[config.mk]
export PLATFORM = sky130hd
export DESIGN_NAME = mem_port_arbiter
export DESIGN_NICKNAME = d
export VERILOG_FILES = /design/src/rtl/mem_port_arbiter.sv
export SDC_FILE = /design/constraint.sdc
export NUM_CORES = 1
export LEC_CHECK = 0
export ABC_AREA = 1
export CAP_MARGIN = 5
export CORE_AREA = 2 2 219 221
export CTS_CLUSTER_DIAMETER = 200
export DETAILED_ROUTE_END_ITERATION = 12
export DIE_AREA = 0 0 221 223
export SYNTH_ARGS = -nofsm -noshare
export SYNTH_HDL_FRONTEND = slang
export SYNTH_SLANG_ARGS = --single-unit
[constraint.sdc]
create_clock -name clock -period 3.2 [get_ports clock]
set_clock_uncertainty 0.15 [all_clocks]
set_input_delay 0.48 -clock clock [delete_from_list [all_inputs] [get_ports clock]]
set_output_delay 0.48 -clock clock [all_outputs]
set_load 0.01 [all_outputs]
[src/rtl/mem_port_arbiter.sv]
// mem_port_arbiter: shares one memory port between fetch and data requesters; MEM_ARB_TIMEOUT_EN enables BUSY timeout abort
module mem_port_arbiter #(
   parameter int STARVE_LIMIT = 4,
   parameter int TIMEOUT      = 15
) (
   input  logic        clock,
   input  logic        reset,
   input  logic        f_req,
   input  logic [63:0] f_addr,
   output logic        f_valid,
   output logic [79:0] f_rdata,
   output logic        f_error,
   input  logic        d_req,
   input  logic        d_write,
   input  logic [63:0] d_addr,
   input  logic [63:0] d_wdata,
   output logic        d_valid,
   output logic [63:0] d_rdata,
   output logic        d_error,
   output logic        mem_req,
   output logic        mem_we,
   output logic [63:0] mem_addr,
   output logic [63:0] mem_wdata,
   input  logic [79:0] mem_rdata,
   input  logic        mem_ack,
   input  logic        mem_error
);
   localparam int SW = $clog2(STARVE_LIMIT + 1);
   localparam int TW = $clog2(TIMEOUT + 1);
`ifdef MEM_ARB_TIMEOUT_EN
   localparam bit TO_EN = 1'b1;
`else
   localparam bit TO_EN = 1'b0;
`endif
   typedef enum logic [1:0] {IDLE, BUSY, RESP} state_t;
   state_t state;
   logic owner_data;
   logic [SW-1:0] starve_cnt;
   logic [TW-1:0] busy_cnt;
   logic f_win;
   logic timed_out;
   // fetch wins when alone or when it has lost STARVE_LIMIT times in a row
   always_comb begin
      f_win = f_req && (!d_req || starve_cnt == SW'(STARVE_LIMIT));
      timed_out = TO_EN && busy_cnt == TW'(TIMEOUT - 1);
   end
   // single FSM: grant in IDLE, drive memory in BUSY, one-cycle response pulse in RESP
   always_ff @(posedge clock) begin
      if (reset) begin
         state      <= IDLE;
         owner_data <= 1'b0;
         starve_cnt <= '0;
         busy_cnt   <= '0;
         mem_req    <= 1'b0;
         mem_we     <= 1'b0;
         mem_addr   <= '0;
         mem_wdata  <= '0;
         f_valid    <= 1'b0;
         f_rdata    <= '0;
         f_error    <= 1'b0;
         d_valid    <= 1'b0;
         d_rdata    <= '0;
         d_error    <= 1'b0;
      end else begin
         f_valid <= 1'b0;
         d_valid <= 1'b0;
         case (state)
            IDLE: if (f_req || d_req) begin
               state      <= BUSY;
               mem_req    <= 1'b1;
               busy_cnt   <= '0;
               owner_data <= !f_win;
               mem_addr   <= f_win ? f_addr : d_addr;
               mem_we     <= !f_win && d_write;
               mem_wdata  <= f_win ? '0 : d_wdata;
               starve_cnt <= f_win ? '0 :
                             (f_req && starve_cnt != SW'(STARVE_LIMIT)) ? starve_cnt + 1'b1 : starve_cnt;
            end
            BUSY: if (mem_ack || timed_out) begin
               state   <= RESP;
               mem_req <= 1'b0;
               if (owner_data) begin
                  d_valid <= 1'b1;
                  d_error <= mem_ack ? mem_error : 1'b1;
                  if (mem_ack) d_rdata <= mem_rdata[63:0];
               end else begin
                  f_valid <= 1'b1;
                  f_error <= mem_ack ? mem_error : 1'b1;
                  if (mem_ack) f_rdata <= mem_rdata;
               end
            end else begin
               busy_cnt <= busy_cnt + TW'(busy_cnt != TW'(TIMEOUT - 1));
            end
            default: state <= IDLE;
         endcase
      end
   end
endmodule

==> results of run 1 <==
report_power, final:
group | switching (mW) | internal [mW] | leakage (nW)
Sequential | 0.135 | 3.80 | 2.33
Combinational | 0.902 | 0.988 | 4.41
Clock | 1.58 | 2.54 | 0.586
Total | 2.61 | 7.32 | 7.32
area by class of cell:
| type | instances | area, sq um | area share |
|---|---|---|---|
| clock inverter | 9 | 139 | 0.00761 |
| multi-input combinational | 1054 | 4520 | 0.248 |
| antenna | 1 | 2.50 | 0.000137 |
| tap | 615 | 769 | 0.0421 |
| sequential | 284 | 5690 | 0.311 |
| inverter | 75 | 284 | 0.0156 |
| timing repair buffer | 573 | 5800 | 0.318 |
| clock buffer | 54 | 1060 | 0.0581 |
sequential cells by signal, summed over array words and instances, names as in the netlist, 2 cells and up:
register and flops:
f_rdata 80, mem_addr 64, state 2, starve_cnt 3
mem_wdata 64, d_rdata 64
placed cells by master, fill, tap and decap left out, types with 9 or more instances in the layout:
cell,n
sky130_fd_sc_hd__clkdlybuf4s50_1,554
sky130_fd_sc_hd__nor2_1,429
sky130_fd_sc_hd__dfxtp_1,284
sky130_fd_sc_hd__nand2_1,207
sky130_fd_sc_hd__nand3_1,194
sky130_fd_sc_hd__o21ai_0,124
sky130_fd_sc_hd__inv_1,71
sky130_fd_sc_hd__a21oi_1,68
sky130_fd_sc_hd__clkbuf_16,38
sky130_fd_sc_hd__o21ai_1,23
sky130_fd_sc_hd__clkbuf_1,11
sky130_fd_sc_hd__buf_4,9
sky130_fd_sc_hd__buf_12,9
stage by stage:
stage | instances | area, sq um | setup slack [ns] | utilization | hold slack [ns]
after floorplan | 1531 | 11000 | 1.68 | - | 0.317
after global placement | 2601 | 17100 | 0.803 | 0.362 | 0.301
after detailed placement | 2601 | 17100 | 0.813 | 0.362 | 0.304
after CTS | 2664 | 18300 | 0.922 | 0.387 | 0.314
after global routing | 2664 | 18300 | 0.926 | 0.387 | 0.331
final | 2665 | 18300 | 1.03 | 0.387 | 0.312
worst max-delay path by stage:
stage	start	end	slack, ns	cells after the start
6_report	mem_we	mem_we	1.03	1
3_3_place_gp	d_req	mem_addr[1]	0.80	7
5_1_grt	mem_we	mem_we	0.93	1
2_1_floorplan	reset	mem_wdata[26]	1.68	4
3_5_place_dp	d_req	mem_wdata[40]	0.81	6
4_1_cts	mem_we	mem_we	0.92	1
cell families (layout without fill, tap and decap cells):
family                     after synthesis  after routing  share of synthesized area
and+or+nand+nor                        836            836                      0.308
other                                    0              1                          0
adders and majority gates                2              2                    0.00227
buffers and inverters                  193            711                     0.0765
AOI/OAI and AO/OA                      215            215                     0.0975
DFF                                    284            284                      0.515
xor gates and xnor gates                 1              1                   0.000794
metal layers:
metal / up-vias / track usage / part of all wire
met2: 453 / 0.266 / 0.47
met3: 75 / 0.0541 / 0.086
met5: - / 0 / 0.00029
met4: 2 / 0.0684 / 0.035
met1: 5259 / 0.182 / 0.41
li1: 5853 / - / -
==> summary.txt, run 1 <==
STA
  – Number of pins with negative max-slew slack in the final report: 0
  – Tightest slew margin relative to the limit: 0.502
  – Final setup TNS: 0 ns
  – Final setup fails: 0
  – Final period utilization: 0.679
  – Slew at the pin closest to its max-slew limit: ~0.75 ns
  – Maximum frequency from static timing analysis: around 460 MHz
  – Number of hold violations in the final report: 0
  – Clock period minus worst slack: 2.17 ns
  – RSZ-0062 raised after global routing: false

CTS
  – Clock transition at the registers of the reported paths: 0.06 ns
  – Master cell of the clock root buffer: sky130_fd_sc_hd__clkbuf_16
  – Setup Fix Bufs, Post-CTS: 0
  – Clock buffers created by TritonCTS: 36
  – Clock sink count: 284
  – Clk_lat worst skew: ~0.53 ns
  – CTS hold repair buffers: 0
  – Max clock buf depth: 3
  – Depth of the CTS H-tree: 2
  – Clock tree from TritonCTS: built
  – Number of gates resized after cts: 0

Routing
  – Routed Antenna Nets: 0
  – DR DRC count: 0
  – Routed length per placed instance: approximately 15 um
  – Detailed-route via count: approximately 12,000
  – Average via count per standard cell: between 4 and 5
  – Drt initial violations: 474
  – Total wire length after detailed routing: 40,800 um
  – Pre-antenna DRT Iters: 5

Worst setup path
  – Path type of the worst setup path: reg -> out
  – Type of destination of the critical path: primary output
  – Slowest cell on the critical path: sky130_fd_sc_hd__clkdlybuf4s50_1
  – Worst flop-to-flop path endpoint: mem_addr[1]
  – Setup slack of the most critical reg-to-reg path: around 1.1 ns
  – Critical path launch point type: flip-flop
  – Crit path cell chain: clkdlybuf4s50_1
  – Data required time of the critical path: roughly 2.6 ns
  – Sum of buffers and inverters on the critical path: 1
  – Highest fanout seen on the critical path: 2
  – Cell family with most CP delay: buffers and inverters
  – Maximum single-stage delay on the critical path: between 0.6 and 0.7 ns
  – Depth of the worst register-to-register path: 9
  – RR Startpoint: starve_cnt[0]
  – Data arrival at the endpoint of the critical path: 1.54 ns

Synthesis
  – Post-synthesis cell type count: 19
  – Number of synthesized flops with an enable pin: 0
  – Share of flip-flops with an asynchronous set or reset: 0
  – Synth warn: 0
  – Most frequent cells after synthesis: 429 x sky130_fd_sc_hd__nor2_1, 284 x sky130_fd_sc_hd__dfxtp_1, 210 x sky130_fd_sc_hd__nand2_1, 194 x sky130_fd_sc_hd__nand3_1, 124 x sky130_fd_sc_hd__o21ai_0
  – Cell taking the most area after synthesis: sky130_fd_sc_hd__dfxtp_1
  – Synthesized cell area: 11,000 sq um
  – Mean cell area of the mapped netlist: between 7 and 8 sq um
  – Synthesized flop and latch total: 284
  – Number of cells produced by synthesis: about 1,500
  – Sequential area share after synthesis: 0.515
  – Primary flip-flop cell chosen by synthesis mapping: sky130_fd_sc_hd__dfxtp_1
  – Total nets after synthesis: roughly 1,800
  – Most numerous cell in the Yosys netlist: sky130_fd_sc_hd__nor2_1
  – Share of Yosys cell area claimed by the top area cell type: 0.515
  – Largest cells by area after synthesis: sky130_fd_sc_hd__dfxtp_1 52%, sky130_fd_sc_hd__nor2_1 15%, sky130_fd_sc_hd__nand3_1 8.8%, sky130_fd_sc_hd__nand2_1 7.1%, sky130_fd_sc_hd__o21ai_0 5.6%

Placement
  – Number of input and output port buffers inserted: roughly 560
  – Half-perimeter wire length after placement: between 20,000 and 30,000 um
  – Final RePlAce weighted congestion: approximately 0.79

Floorplan
  – Number of ports placed on the die boundary: between 500 and 600
  – Die Height: 223 um
  – Core box area: about 47,000 sq um
  – Standard-cell row count: 80
  – Die Footprint: between 40,000 and 50,000 sq um
  – X dimension of the die: between 200 and 250 um
  – Initial Utilization: 0.234

Flow run
  – Maximum Capacitance Violations: 0

Final layout
  – Filler instances: 4,859
  – Synth-to-layout area growth: 65.4%
  – Share of post-route cells with drive strength above 1: 0.0395
  – Net total in the final layout: ~2,300

Power
  – VDD IR max: about 0.00047 V
  – Leakage power figure: between 7 and 8 nW
  – Ratio of total power to cell area: between 500 and 600 nW/um^2
  – Total design power: between 9 and 10 mW

Global route
  – Antenna violations before repair: 1
  – Largest net degree at the start of global routing: about 140
  – Number of global-route vias before repair: roughly 11,000
  – All-Layer GR Usage: 0.158
  – Wire length of the first global-routing pass: between 60,000 and 70,000 um
  – Sum of overflow across all layers after global routing: 0

Hold path
  – Hold Path End: mem_wdata[44]
  – Worst Hold Launch: mem_wdata[44]
  – Hold path cells: 2
  – Hold Crit Class: reg -> reg

Outcome
  – Outcome: complete, no violations
Note: power is estimated with default switching activity, not from simulation.
==> run 2, diff against run 1 <==
==> constraint.sdc (replaced) <==
create_clock -name clock -period 2.2 [get_ports clock]
set_clock_uncertainty 0.15 [all_clocks]
set_input_delay 0.33 -clock clock [delete_from_list [all_inputs] [get_ports clock]]
set_output_delay 0.33 -clock clock [all_outputs]
set_load 0.01 [all_outputs]
==> summary.txt, run 2 (synthesis gave the netlist of run 1 again) <==
Outcome
  – Outcome: complete, no violations

Routing
  – Detailed-route via count: 11,900 (+1.8%)
  – Average via count per standard cell: 4.42 (+1.1%)
  – Routed length per placed instance: 15.3 um (+0.17%)
  – Pre-antenna DRT Iters: 5 (unchanged)
  – Total wire length after detailed routing: 41,100 um (+0.81%)
  – DR DRC count: 0 (unchanged)
  – Drt initial violations: 529 (+12%)
  – Routed Antenna Nets: 0 (unchanged)

CTS
  – Clock tree from TritonCTS: built
  – Max clock buf depth: 3 (unchanged)
  – Master cell of the clock root buffer: sky130_fd_sc_hd__clkbuf_16
  – Clock sink count: 284 (unchanged)
  – Setup Fix Bufs, Post-CTS: 0 (unchanged)
  – Number of gates resized after cts: 0 (unchanged)
  – Clk_lat worst skew: 0.52 ns (about the same)
  – CTS hold repair buffers: 0 (unchanged)
  – Depth of the CTS H-tree: 2 (unchanged)
  – Clock transition at the registers of the reported paths: 0.06 ns (about the same)
  – Clock buffers created by TritonCTS: 34 (-5.6%)

Power
  – Total design power: 14.1 mW (+42%)
  – VDD IR max: 0.000553 V (+18%)
  – Power spent charging and discharging nets: 3.71 mW (+42%)
  – Comb power frac: 0.202 (+0.012)
  – Switching share of total power: 0.263 (-0.000480)
  – Pint: 10.4 mW (+42%)
  – Clk network pwr share: 0.392 (-0.022)
  – Ratio of total power to cell area: 766 nW/um^2 (+41%)
  – Leakage power figure: 7.44 nW (+1.6%)
  – Share of power burned in registers: 0.405 (+0.009)

Global route
  – Number of global-route vias before repair: 11,400 (+1.5%)
  – Sum of overflow across all layers after global routing: 0 (unchanged)
  – Wire length of the first global-routing pass: 63,400 um (+1.5%)
  – Antenna violations before repair: 1 (unchanged)
  – Largest net degree at the start of global routing: 136 (unchanged)
  – All-Layer GR Usage: 0.160 (+0.00187)

STA
  – Slew at the pin closest to its max-slew limit: 0.740 ns (-0.00751 ns)
  – Final setup TNS: 0 ns (unchanged)
  – RSZ-0062 raised after global routing: false
  – Number of hold violations in the final report: 0 (unchanged)
  – Final setup fails: 0 (unchanged)
  – Worst hold slack after final layout: 0.231 ns (-0.0810 ns)
  – Number of pins with negative max-slew slack in the final report: 0 (unchanged)
  – Clock period minus worst slack: between 1.5 and 2 ns
  – Maximum frequency from static timing analysis: 506 MHz
  – Final period utilization: 0.899
  – Tightest slew margin relative to the limit: 0.507 (+0.00501)

Placement
  – Final RePlAce weighted congestion: 0.856 (+7.9%)
  – Number of input and output port buffers inserted: 556 (unchanged)
  – Half-perimeter wire length after placement: 29,800 um (+5.5%)

Final layout
  – Net total in the final layout: 2,328 (+1.0%)
  – Reg with most FFs: f_rdata
  – Commonest non-fill, non-tap cells in the layout: 554 x sky130_fd_sc_hd__clkdlybuf4s50_1, 429 x sky130_fd_sc_hd__nor2_1, 284 x sky130_fd_sc_hd__dfxtp_1
  – Filler instances: 4,864 (+0.10%)
  – Most common cell after layout, fill and taps aside: sky130_fd_sc_hd__clkdlybuf4s50_1
  – Synth-to-layout area growth: 67.1%
  – Share of post-route cells with drive strength above 1: 0.0503 (+0.0108)
  – Number of flip-flops under the largest register name: 80 (unchanged)

Worst setup path
  – Type of destination of the critical path: primary output
  – Slowest cell on the critical path: sky130_fd_sc_hd__clkdlybuf4s50_1
  – Highest fanout seen on the critical path: 2 (unchanged)
  – Path type of the worst setup path: reg -> out
  – Data required time of the critical path: 1.72 ns (-0.85 ns)
  – Cell family with most CP delay: buffers and inverters
  – Data arrival at the endpoint of the critical path: 1.50 ns (-0.04 ns)
  – Crit path cell chain: clkdlybuf4s50_1
  – Critical path launch point type: flip-flop
  – Maximum single-stage delay on the critical path: 0.65 ns (-0.03 ns)
  – Sum of buffers and inverters on the critical path: 1 (unchanged)

Floorplan
  – Die Height: 223 um (unchanged)
  – X dimension of the die: 221 um (unchanged)
  – Standard-cell row count: 80 (unchanged)
  – Core box area: 47,100 sq um (unchanged)
  – Die Footprint: 49,300 sq um (unchanged)
  – Initial Utilization: 0.234 (unchanged)
  – Number of ports placed on the die boundary: 557 (unchanged)

Hold path
  – Hold Crit Class: in -> reg

Flow run
  – Maximum Capacitance Violations: 0 (unchanged)
-- run 2: cell types whose count changed in the layout (fill, tap and decap cells not counted), sizes merged --
cell	before	now
inv	73	74
bufinv	3	2
clkinv	8	7
clkbuf	54	47
buf	19	44
-- run 2: area by class of cell --
type                    count  area (sq um)  share of cell area
diodes                      1          2.50            0.000136
clock buffers              47           991              0.0537
clock inverters             8           101             0.00550
inverters                  75           284              0.0154
multi-input cells        1054          4520               0.245
flip-flops and latches    284          5690               0.308
well taps                 615           769              0.0417
repair buffers            598          6090               0.330
-- run 2: final timing paths --
check	from	to	slack, ns	depth (start not counted)
setup / recovery	mem_we	mem_we	0.22	1
hold / removal	d_wdata[58]	mem_wdata[58]	0.23	3
setup reg to reg	starve_cnt[0]	mem_wdata[61]	0.42	8
hold reg to reg	mem_wdata[48]	mem_wdata[48]	0.31	2
-- run 2: power by group through the flow --
stage | Sequential, mW | Combinational, mW | Clock, mW
5_1_grt | 5.77 | 3.13 | 5.94
3_3_place_gp | 5.82 | 2.86 | 0
2_1_floorplan | 5.99 | 1.05 | 0
3_5_place_dp | 5.84 | 2.88 | 0
6_report | 5.72 | 2.86 | 5.54
4_1_cts | 5.73 | 2.89 | 5.75
-- run 2: through the flow --
stage	utilization	cell area, sq um	instances	setup WS, ns
floorplan	-	11000	1531	0.683
global route	0.391	18400	2682	0.0964
global placement	0.368	17300	2626	0.136
finish	0.391	18400	2682	0.223
CTS	0.391	18400	2681	0.110
detailed placement	0.368	17300	2626	0.153
-- run 2: layer usage --
metal	wire [um]	vias up	share of wire	global-route usage
met3	3710	79	0.090	0.0589
met5	0	-	0	0
met4	1450	0	0.035	0.0634
li1	-	5909	-	-
met2	19400	455	0.47	0.269
met1	16600	5407	0.40	0.184
